## config.mk

```make
export PLATFORM = sky130hd
export DESIGN_NAME = store_drain_queue_flat
export DESIGN_NICKNAME = d
export VERILOG_FILES = /design/src/rtl/store_queue_pkg.sv /design/src/rtl/store_drain_queue_if.sv /design/src/rtl/sq_forward_mux.sv /design/src/rtl/store_drain_queue.sv /design/src/flat_wrapper.sv
export SDC_FILE = /design/constraint.sdc
export NUM_CORES = 1
export LEC_CHECK = 0
export CORE_MARGIN = 2
export CORE_UTILIZATION = 44
export CTS_CLUSTER_SIZE = 25
export DETAILED_ROUTE_END_ITERATION = 10
export GPL_TIMING_DRIVEN = 0
export PLACE_DENSITY = 0.64
export SLEW_MARGIN = 10
export SYNTH_ARGS = -nofsm -noshare
export SYNTH_HDL_FRONTEND = slang
export SYNTH_SLANG_ARGS = --single-unit
export TNS_END_PERCENT = 50
```

## constraint.sdc

```tcl
create_clock -name clk -period 18.06 [get_ports clk]
set_input_delay 3.612 -clock clk [delete_from_list [all_inputs] [get_ports clk]]
set_output_delay 3.612 -clock clk [all_outputs]
set_load 0.005 [all_outputs]
```

## src/rtl/store_queue_pkg.sv

```systemverilog
// Shared definitions for the store drain queue: drain FSM states,
// entry layout and word-address slice constants.
package store_queue_pkg;

    localparam int ADDR_W  = 32;
    localparam int DATA_W  = 32;
    localparam int BE_W    = 4;
    localparam int WORD_HI = 31;
    localparam int WORD_LO = 2;
    localparam int WORD_W  = WORD_HI - WORD_LO + 1;

    typedef enum logic {
        DRAIN_IDLE = 1'b0,
        DRAIN_REQ  = 1'b1
    } drain_state_t;

    // Entries keep only the word address; the byte offset is always zero on drain.
    typedef struct packed {
        logic [WORD_W-1:0] word;
        logic [DATA_W-1:0] data;
        logic [BE_W-1:0]   be;
    } sq_entry_t;

endpackage

```

## src/rtl/store_drain_queue_if.sv

```systemverilog
// Memory-side write bus of the store drain queue (req/ack handshake).
interface store_drain_queue_if;
    import store_queue_pkg::*;

    logic              req;
    logic [ADDR_W-1:0] addr;
    logic [DATA_W-1:0] data;
    logic [BE_W-1:0]   byte_enable;
    logic              ack;

    modport master (output req, output addr, output data, output byte_enable, input ack);
    modport slave  (input req, input addr, input data, input byte_enable, output ack);

endinterface

```

## src/rtl/sq_forward_mux.sv

```systemverilog
// Per-lane youngest-match store-to-load forwarding selection.
// entries[0] is the youngest queued write, entries[DEPTH-1] the oldest slot.
module sq_forward_mux
    import store_queue_pkg::*;
#(
    parameter int DEPTH = 4
) (
    input  logic              load_request,
    input  logic [WORD_W-1:0] load_word,
    input  sq_entry_t         entries [DEPTH],
    input  logic [DEPTH-1:0]  valid,
    output logic [BE_W-1:0]   mask,
    output logic [DATA_W-1:0] data
);

    // Walk oldest to youngest so a younger matching lane overwrites an older one.
    always_comb begin
        mask = '0;
        data = '0;
        if (load_request) begin
            for (int lane = 0; lane < BE_W; lane++) begin
                for (int k = DEPTH - 1; k >= 0; k--) begin
                    if (valid[k] && (entries[k].word == load_word) && entries[k].be[lane]) begin
                        mask[lane]          = 1'b1;
                        data[lane*8 +: 8]   = entries[k].data[lane*8 +: 8];
                    end
                end
            end
        end
    end

endmodule

```

## src/rtl/store_drain_queue.sv

```systemverilog
// Store drain queue: circular write FIFO between the store buffer and data
// memory, draining over a req/ack bus and forwarding queued bytes to loads.
// Optional feature macro: STORE_MERGE_EN (merge a write into the youngest entry).
module store_drain_queue
    import store_queue_pkg::*;
#(
    parameter int DEPTH = 4
) (
    input  logic              clk,
    input  logic              rst_n,
    input  logic              wr_en,
    input  logic [ADDR_W-1:0] wr_addr,
    input  logic [DATA_W-1:0] wr_data,
    input  logic [BE_W-1:0]   wr_byte_enable,
    output logic              full,
    output logic              empty,
    output logic              overflow,
    input  logic              load_request,
    input  logic [ADDR_W-1:0] load_addr,
    output logic              fwd_hit,
    output logic [BE_W-1:0]   fwd_byte_mask,
    output logic [DATA_W-1:0] fwd_data,
    store_drain_queue_if.master dmem,
    input  logic              flush_req,
    output logic              flush_done
);

    localparam int PTR_W = $clog2(DEPTH);
    localparam int CNT_W = PTR_W + 1;

    sq_entry_t    entries [DEPTH];
    sq_entry_t    age_entries [DEPTH];
    logic [DEPTH-1:0] age_valid;
    logic [PTR_W-1:0] head_q, tail_q, head_next, tail_last;
    logic [CNT_W-1:0] count_q;
    drain_state_t state_q, state_d;
    sq_entry_t    new_entry, next_head_entry, load_entry;
    logic         enq, pop, merge, load_out, req_d;
    logic         unused_bits;

    // Byte offsets are ignored, and flush is a pure wait: the drain never pauses.
    assign unused_bits = &{1'b0, flush_req, wr_addr[1:0], load_addr[1:0]};

    assign full       = (count_q == CNT_W'(DEPTH));
    assign empty      = (count_q == '0);
    assign flush_done = empty && (state_q == DRAIN_IDLE);
    assign head_next  = head_q + PTR_W'(1);
    assign tail_last  = tail_q - PTR_W'(1);
    assign new_entry  = '{word: wr_addr[WORD_HI:WORD_LO], data: wr_data, be: wr_byte_enable};
    assign enq        = wr_en && !merge && !full;

`ifdef STORE_MERGE_EN
    sq_entry_t merged_entry;

    // Count of at least two keeps the merge target away from the entry being drained.
    always_comb begin
        merged_entry    = entries[tail_last];
        merged_entry.be = entries[tail_last].be | wr_byte_enable;
        for (int lane = 0; lane < BE_W; lane++) begin
            if (wr_byte_enable[lane]) merged_entry.data[lane*8 +: 8] = wr_data[lane*8 +: 8];
        end
    end

    assign merge = wr_en && (count_q >= CNT_W'(2)) &&
                   (entries[tail_last].word == wr_addr[WORD_HI:WORD_LO]);
    assign next_head_entry = (merge && (head_next == tail_last)) ? merged_entry : entries[head_next];
`else
    assign merge = 1'b0;
    assign next_head_entry = entries[head_next];
`endif

    // Entry storage needs no reset; validity comes from head/tail/count.
    always_ff @(posedge clk) begin
        if (enq) entries[tail_q] <= new_entry;
`ifdef STORE_MERGE_EN
        if (merge) entries[tail_last] <= merged_entry;
`endif
    end

    // Pointer, occupancy and sticky overflow bookkeeping.
    always_ff @(posedge clk or negedge rst_n) begin
        if (!rst_n) begin
            head_q   <= '0;
            tail_q   <= '0;
            count_q  <= '0;
            overflow <= 1'b0;
        end else begin
            if (enq) tail_q <= tail_q + PTR_W'(1);
            if (pop) head_q <= head_next;
            if (enq && !pop)      count_q <= count_q + CNT_W'(1);
            else if (!enq && pop) count_q <= count_q - CNT_W'(1);
            if (wr_en && full && !merge) overflow <= 1'b1;
        end
    end

    // Drain FSM next state: launch from IDLE, pop on ack, chain back-to-back while entries remain.
    always_comb begin
        state_d    = state_q;
        req_d      = dmem.req;
        pop        = 1'b0;
        load_out   = 1'b0;
        load_entry = entries[head_q];
        case (state_q)
            DRAIN_IDLE: begin
                if (!empty) begin
                    load_out = 1'b1;
                    req_d    = 1'b1;
                    state_d  = DRAIN_REQ;
                end
            end
            DRAIN_REQ: begin
                if (dmem.ack) begin
                    pop = 1'b1;
                    if (count_q > CNT_W'(1)) begin
                        load_out   = 1'b1;
                        load_entry = next_head_entry;
                    end else begin
                        req_d   = 1'b0;
                        state_d = DRAIN_IDLE;
                    end
                end
            end
            default: state_d = DRAIN_IDLE;
        endcase
    end

    // Drain FSM state and registered memory-bus outputs.
    always_ff @(posedge clk or negedge rst_n) begin
        if (!rst_n) begin
            state_q          <= DRAIN_IDLE;
            dmem.req         <= 1'b0;
            dmem.addr        <= '0;
            dmem.data        <= '0;
            dmem.byte_enable <= '0;
        end else begin
            state_q  <= state_d;
            dmem.req <= req_d;
            if (load_out) begin
                dmem.addr        <= {load_entry.word, 2'b00};
                dmem.data        <= load_entry.data;
                dmem.byte_enable <= load_entry.be;
            end
        end
    end

    // Present entries youngest-first with validity for the forwarding mux.
    always_comb begin
        for (int k = 0; k < DEPTH; k++) begin
            age_entries[k] = entries[tail_q - PTR_W'(k + 1)];
            age_valid[k]   = (CNT_W'(k) < count_q);
        end
    end

    sq_forward_mux #(.DEPTH(DEPTH)) u_forward_mux (
        .load_request (load_request),
        .load_word    (load_addr[WORD_HI:WORD_LO]),
        .entries      (age_entries),
        .valid        (age_valid),
        .mask         (fwd_byte_mask),
        .data         (fwd_data)
    );

    assign fwd_hit = |fwd_byte_mask;

endmodule

```

## src/flat_wrapper.sv

```systemverilog
// flat-port wrapper written by rule: the top's interface ports become plain ports
module store_drain_queue_flat import store_queue_pkg::*;
#(
    parameter int DEPTH = 4
)
  (clk, rst_n, wr_en, wr_addr, wr_data, wr_byte_enable, full, empty, overflow, load_request, load_addr, fwd_hit, fwd_byte_mask, fwd_data, flush_req, flush_done, dmem_req, dmem_addr, dmem_data, dmem_byte_enable, dmem_ack);
  store_drain_queue_if dmem_i ();
  input  logic clk;
  input  logic rst_n;
  input  logic wr_en;
  input  logic [ADDR_W-1:0] wr_addr;
  input  logic [DATA_W-1:0] wr_data;
  input  logic [BE_W-1:0] wr_byte_enable;
  output logic full;
  output logic empty;
  output logic overflow;
  input  logic load_request;
  input  logic [ADDR_W-1:0] load_addr;
  output logic fwd_hit;
  output logic [BE_W-1:0] fwd_byte_mask;
  output logic [DATA_W-1:0] fwd_data;
  input  logic flush_req;
  output logic flush_done;
  output wire logic [$bits(dmem_i.req)-1:0] dmem_req;
  output wire logic [$bits(dmem_i.addr)-1:0] dmem_addr;
  output wire logic [$bits(dmem_i.data)-1:0] dmem_data;
  output wire logic [$bits(dmem_i.byte_enable)-1:0] dmem_byte_enable;
  input wire logic [$bits(dmem_i.ack)-1:0] dmem_ack;
  assign dmem_req = dmem_i.req;
  assign dmem_addr = dmem_i.addr;
  assign dmem_data = dmem_i.data;
  assign dmem_byte_enable = dmem_i.byte_enable;
  assign dmem_i.ack = dmem_ack;
  store_drain_queue #(.DEPTH(DEPTH)) u_core (.clk(clk), .rst_n(rst_n), .wr_en(wr_en), .wr_addr(wr_addr), .wr_data(wr_data), .wr_byte_enable(wr_byte_enable), .full(full), .empty(empty), .overflow(overflow), .load_request(load_request), .load_addr(load_addr), .fwd_hit(fwd_hit), .fwd_byte_mask(fwd_byte_mask), .fwd_data(fwd_data), .dmem(dmem_i), .flush_req(flush_req), .flush_done(flush_done));
endmodule
```

==> impl_results.md <==
- Total negative slack: 0 ns
- PnR Total Power: 5.572 mW
- Most used DFF post-synth: edfxtp_1
- Initial Util: 44.25%
- Final wirelength: ~96000 um
- PortBufs: 189
- Die area: 57090 um2
- Initial antenna violation count: 2
- Mapped Cells: approximately 1700
- Syn Area/Cell: 14.40 um2
- Worst R2R Path Depth: 20
- Via density: about 7
- Maximum number of pins on one net before global-route repair: 43
- Warnings, synthesis: 0
- Max-cap violations: 0
- Worst Setup SP: u_core.tail_q[1]$_DFFE_PN0P_
- Root buf cell: clkbuf_16
- Grt total ovfl: 0
- Status: completed
- Die H: approximately 240 um
- Routability cong.: 0.9799
- Required @ worst endpoint: 14.45 ns
- Core ar.: 54880 um2
- CP endpoint: fwd_data[31]
- Chip width: 238.9 um
- Worst hold path class: reg -> reg
- Period utilization: 69.98%
- Vias in the first global route: 18441
- Post-DP HPWL: 69320 um
- CTS Hold Bufs: 0
- Synth-to-layout area growth: 17.53%
- Commonest cells after routing, fill and taps aside: mux4_2 (343), edfxtp_1 (264), clkdlybuf4s50_1 (188)
- Pleak: 9.486 nW
- Yosys reg bits: 340
- Cts bufs inserted: 39
- DR vias: 19033
- Critical Path AT: 9.03 ns
- FF-to-FF setup slack: 11.63 ns
- Fmax: 79.12 MHz
- Pins Over Slew Limit: 0
- Clock latency on the worst-skew pair: 0.59 ns
- Final Setup Violations: 0
- Synth async-reset ratio: 22.35%
- CP Class: reg -> out
- Drt drc: 0
- Hold violation count in the final report: 0
- Pwr Density: 195.2 nW/um2
- Setup bufs post-CTS: 0
- Clk_skew: 0.01716 ns
- Clock Sinks: 340
- Worst Setup End Kind: output port
- Post-synth EDFFs: 264
- Post-synth cell types: 73
- Crit Path Max Fanout: 10
- Clock transition at the registers of the reported paths: 0.06 ns
- CP startpoint kind: flip-flop
- Avg WL per Cell: 35.95 um
- Wire length of the first global-routing pass: around 140000 um
- Routed Antenna Nets: 0
- I/O pin count: 216
- Commonest non-fill, non-tap cell in the layout: mux4_2
- RSZ-0062 raised after global routing: false
- Max Root-Sink Buffers: 3
- Std-Cell Rows: 86
- Critical R2R Capture: u_core.tail_q[1]$_DFFE_PN0P_
- Worst vdd ir: 0.1159 mV
- Worst hold stages: 1
- Worst-Margin Slew: 1.387 ns
- Detailed Route Iter0 Violations: roughly 2700
- Overall Global Routing Usage: 33.70%
- Register area share after synthesis: 40.48%
- Layout cell share with drive strength beyond 1: 26.43%
- CTS tree: done
- Minimum clock period after layout: 12.64 ns
- Maximum level of the CTS H-tree: 2
- Worst r2r src: u_core.tail_q[1]$_DFFE_PN0P_
- Filler cells: 4590
- First-pass DRT Iterations: 5
- Layout Nets: slightly above 2000
- Mapped Area: between 20000 and 25000 um2
- Slew margin rel.: 7.507%
- Cts repair resizes: 0
## registers in the layout, summed over array words and instances, names as in the netlist, 2 cells and up
register / flops
u_core.tail_q: 2
u_core.dmem.byte_enable: 4
u_core.dmem.data: 32
u_core.entries: 264
u_core.count_q: 3
u_core.dmem.addr: 30
u_core.head_q: 2
## cells by family (layout without fill, tap and decap cells)
logic type	after synthesis	count (layout)	synth area share, %
compound gates	228	228	7.291
xor+xnor	120	120	4.328
fa+ha+maj	9	9	0.4637
buf+inv	174	442	3.699
flops	340	340	40.48
mux	456	456	36.89
other cells	1	3	0.01544
simple gates	359	359	6.837
## per-stage QoR
stage               setup WS [ns]  instances  area (um2)  util, %  hold slack (ns)
detailed placement          6.162       2588       27240    49.64           0.4442
global placement            6.164       2581       27060    49.31           0.4373
floorplan                   8.608       1688       24290        -           0.4510
CTS                         5.710       2660       28540    52.00           0.4578
global route                5.373       2661       28540    52.01           0.4974
finish                      5.421       2661       28540    52.01           0.4562
## routing by layer
metal / track usage, % / part of all wire (%) / wire, um
met5: 0 / 0 / 0
met4: 10.45 / 3.4 / 3288
met3: 8.106 / 11 / 10240
met2: 50.78 / 45 / 43300
met1: 48.53 / 41 / 38820
## Yosys cell counts, types with 5 or more instances
cell type / count / share of area, %
a31oi_1: 48 / 1.2
buf_6: 12 / 0.56
dfrtp_1: 76 / 7.8
nor4_1: 7 / 0.18
nor2_1: 123 / 1.9
o2111ai_1: 5 / 0.18
clkbuf_1: 68 / 1.1
buf_4: 21 / 0.65
nor3_1: 35 / 0.72
nand3_1: 9 / 0.19
edfxtp_1: 264 / 33
nor2b_1: 12 / 0.31
o21ai_0: 29 / 0.60
a221oi_1: 34 / 1.2
nand4_1: 16 / 0.41
buf_1: 26 / 0.40
a221o_1: 8 / 0.33
mux2i_1: 102 / 4.2
a21oi_1: 14 / 0.29
mux4_1: 5 / 0.54
and2_1: 5 / 0.13
xnor2_1: 72 / 2.6
and3_1: 5 / 0.13
buf_2: 30 / 0.62
mux4_2: 343 / 32
a22oi_1: 5 / 0.15
ha_1: 9 / 0.46
nand2_1: 117 / 1.8
a2bb2oi_1: 7 / 0.25
o22ai_1: 24 / 0.62
inv_1: 13 / 0.20
xor2_1: 48 / 1.7
o21ai_1: 12 / 0.25
## critical path, stage by stage, from the launching register on
cell and delay [ns]:
dfrtp_1 0.42, buf_4 0.30, buf_6 0.25, buf_4 0.30
buf_2 0.38, buf_4 0.27, clkbuf_1 0.70, buf_4 0.37
inv_1 0.12, ha_1 0.30, buf_6 0.20, buf_12 0.19
buf_6 0.20, buf_6 0.25, mux4_1 0.33, xnor2_1 0.61
nand4_1 0.37, a2111oi_2 0.33, o2111ai_1 0.36, buf_2 0.33
o2111ai_2 0.57, nor2_1 0.12, nor3_1 0.47, clkdlybuf4s50_1 0.60
## report_power, final
part	leakage, nW	total (mW)	internal (mW)	switching [mW]
clock network	0.646	0.812	0.475	0.337
registers	3.28	1.30	1.08	0.219
logic	5.56	3.46	1.59	1.87
## how the worst min path moves through the flow
stage | startpoint | slack [ns] | to
global route | u_core.overflow$_DFFE_PN0P_ | 0.50 | u_core.overflow$_DFFE_PN0P_
CTS | u_core.overflow$_DFFE_PN0P_ | 0.46 | u_core.overflow$_DFFE_PN0P_
finish | u_core.overflow$_DFFE_PN0P_ | 0.46 | u_core.overflow$_DFFE_PN0P_
detailed placement | u_core.overflow$_DFFE_PN0P_ | 0.44 | u_core.overflow$_DFFE_PN0P_
global placement | u_core.overflow$_DFFE_PN0P_ | 0.44 | u_core.overflow$_DFFE_PN0P_
floorplan | u_core.overflow$_DFFE_PN0P_ | 0.45 | u_core.overflow$_DFFE_PN0P_
## layout make-up
cell class	count	area (um2)	area share, %
tap	704	880.8	3.086
timing repair buffer	196	2046	7.167
clock inverter	21	192.7	0.6751
multi-input combinational	1174	13580	47.59
inverter	13	48.80	0.1710
antenna	1	2.502	0.008767
buffer	161	855.8	2.998
sequential	340	9829	34.44
clock buffer	51	1104	3.866
(Power assumes the default switching activity.)
==> RTL edit: new RTL, same flow settings <==
The option `STORE_MERGE_EN` is turned on by a define.
--- a/src/rtl/store_drain_queue.sv
+++ b/src/rtl/store_drain_queue.sv
@@ -2,4 +2,6 @@
 // memory, draining over a req/ack bus and forwarding queued bytes to loads.
 // Optional feature macro: STORE_MERGE_EN (merge a write into the youngest entry).
+`define STORE_MERGE_EN
+
 module store_drain_queue
     import store_queue_pkg::*;
Check against the original RTL: not settled (the Yosys comparison gave no result); the edit may change what the design does.
==> RTL edit against the unedited design <==
Worst setup slack improved by 430 ps; die area increased by 4.5%; sequential power fell by 3%; sequential cell count is the same; routed wire length is 30% higher; cell area increased by 5.5%; power rose by 1.1%; final cell count is 27% higher; synthesized area is 4.5% higher; critical endpoint is now fwd_data[3]; largest cell class unchanged; largest power group unchanged.
==> RTL edit: results (changes against the unedited design) <==
outcome: "finished, final reports clean"
diodes: 5  # +4
seq_cell_power_mw: 1.26  # -3%
clock_area_share_pct: 4.49  # -0.051 points
via_per_inst: 6.96  # -2.7%
drive_gt1_share_pct: 16.9  # -9.5 points
p_sw_mw: 2.70  # +11%
non_clock_inverter_count: 36  # +23
fill_cells: 5006  # +9.1%
final_nets: 2699  # +32%
seq_share_pct: 32.6  # -1.8 points
grt_first_pass_wirelength_um: 173000  # +28%
seq_area_frac_synth_pct: 38.7  # -1.8 points
slowest_delay_ps: 1200  # +500 ps
cts_buffers: 41  # +5.1%
p_leak_nw: 10.6  # +11%
grt_max_degree: 53  # +23%
design.seq.count: 340  # unchanged
synth-xor-area-share_pct: 4.11  # -0.22 points
ys_top_cells_by_area: "edfxtp_1 (31%), mux4_2 (13%), mux2i_1 (9.1%)"
multi_input_gates: 1723  # +47%
wire_per_inst_um: 36.6  # +1.7%
dp_hpwl_um: 94300  # +36%
nClkBuffers: 56  # +9.8%
place_inst: 3309  # +28%
power_mw: 5.63  # +1.1%
syn_area_per_cell_um2: 10.9  # -25%
r2r_end: "u_core.entries[0][54]$_DFFE_PP_"
yosys-top-cells-count: "nand2_1 (293), edfxtp_1 (264), mux2i_1 (230)"
dp_worst_setup_slack_ps: 6150  # -8.11 ps
synthMuxAreaShare_pct: 28.2  # -8.6 points
synthAdderAreaFrac_pct: 0.296  # -0.17 points
dr.pass1.iters: 10  # +5
vdd_drop_max_mv: 0.0925  # -20%
whs_ps: 469  # +12.6 ps
signal_buffers: 445  # +25%
grt_pass1_vias: 22900  # +24%
buffer_area_share_pct: 11.4  # +1.2 points
multi_input_area_mm2: 0.0144  # +6.0%
hold_end: "u_core.dmem.addr[18]$_DFFE_PN0P_"
slew_headroom_pct: 7.30  # -0.20 points
crit_arrival_ps: 8590  # -440 ps
io_buffer_count: 184  # -2.6%
RTL edit: routing by layer:
layer | part of all wire, % | vias up | GRT usage, %
met5 | 0.011 | - | 0
met4 | 5.9 | 2 | 20.8
met3 | 11 | 366 | 8.52
met2 | 46 | 1904 | 64.8
met1 | 37 | 11800 | 53.5
li1 | - | 9541 | -
RTL edit: worst max-delay path: cells and delay by family:
kind / cells / cell delay (ps)
AO/OA/AOI/OAI: 6 / 2540
buffers and inverters: 3 / 1890
AND/OR/NAND/NOR: 1 / 520
RTL edit: worst max path at each step:
stage	start	end	slack (ps)	cells past startpoint
after floorplan	load_addr[27]	fwd_data[0]	8270	9
after global placement	wr_addr[17]	u_core.entries[3][55]$_DFFE_PP_	3190	7
after detailed placement	load_addr[11]	fwd_data[2]	6150	10
after CTS	load_addr[11]	fwd_data[3]	6110	10
after global routing	load_addr[11]	fwd_data[2]	5930	10
final	load_addr[11]	fwd_data[3]	5850	10
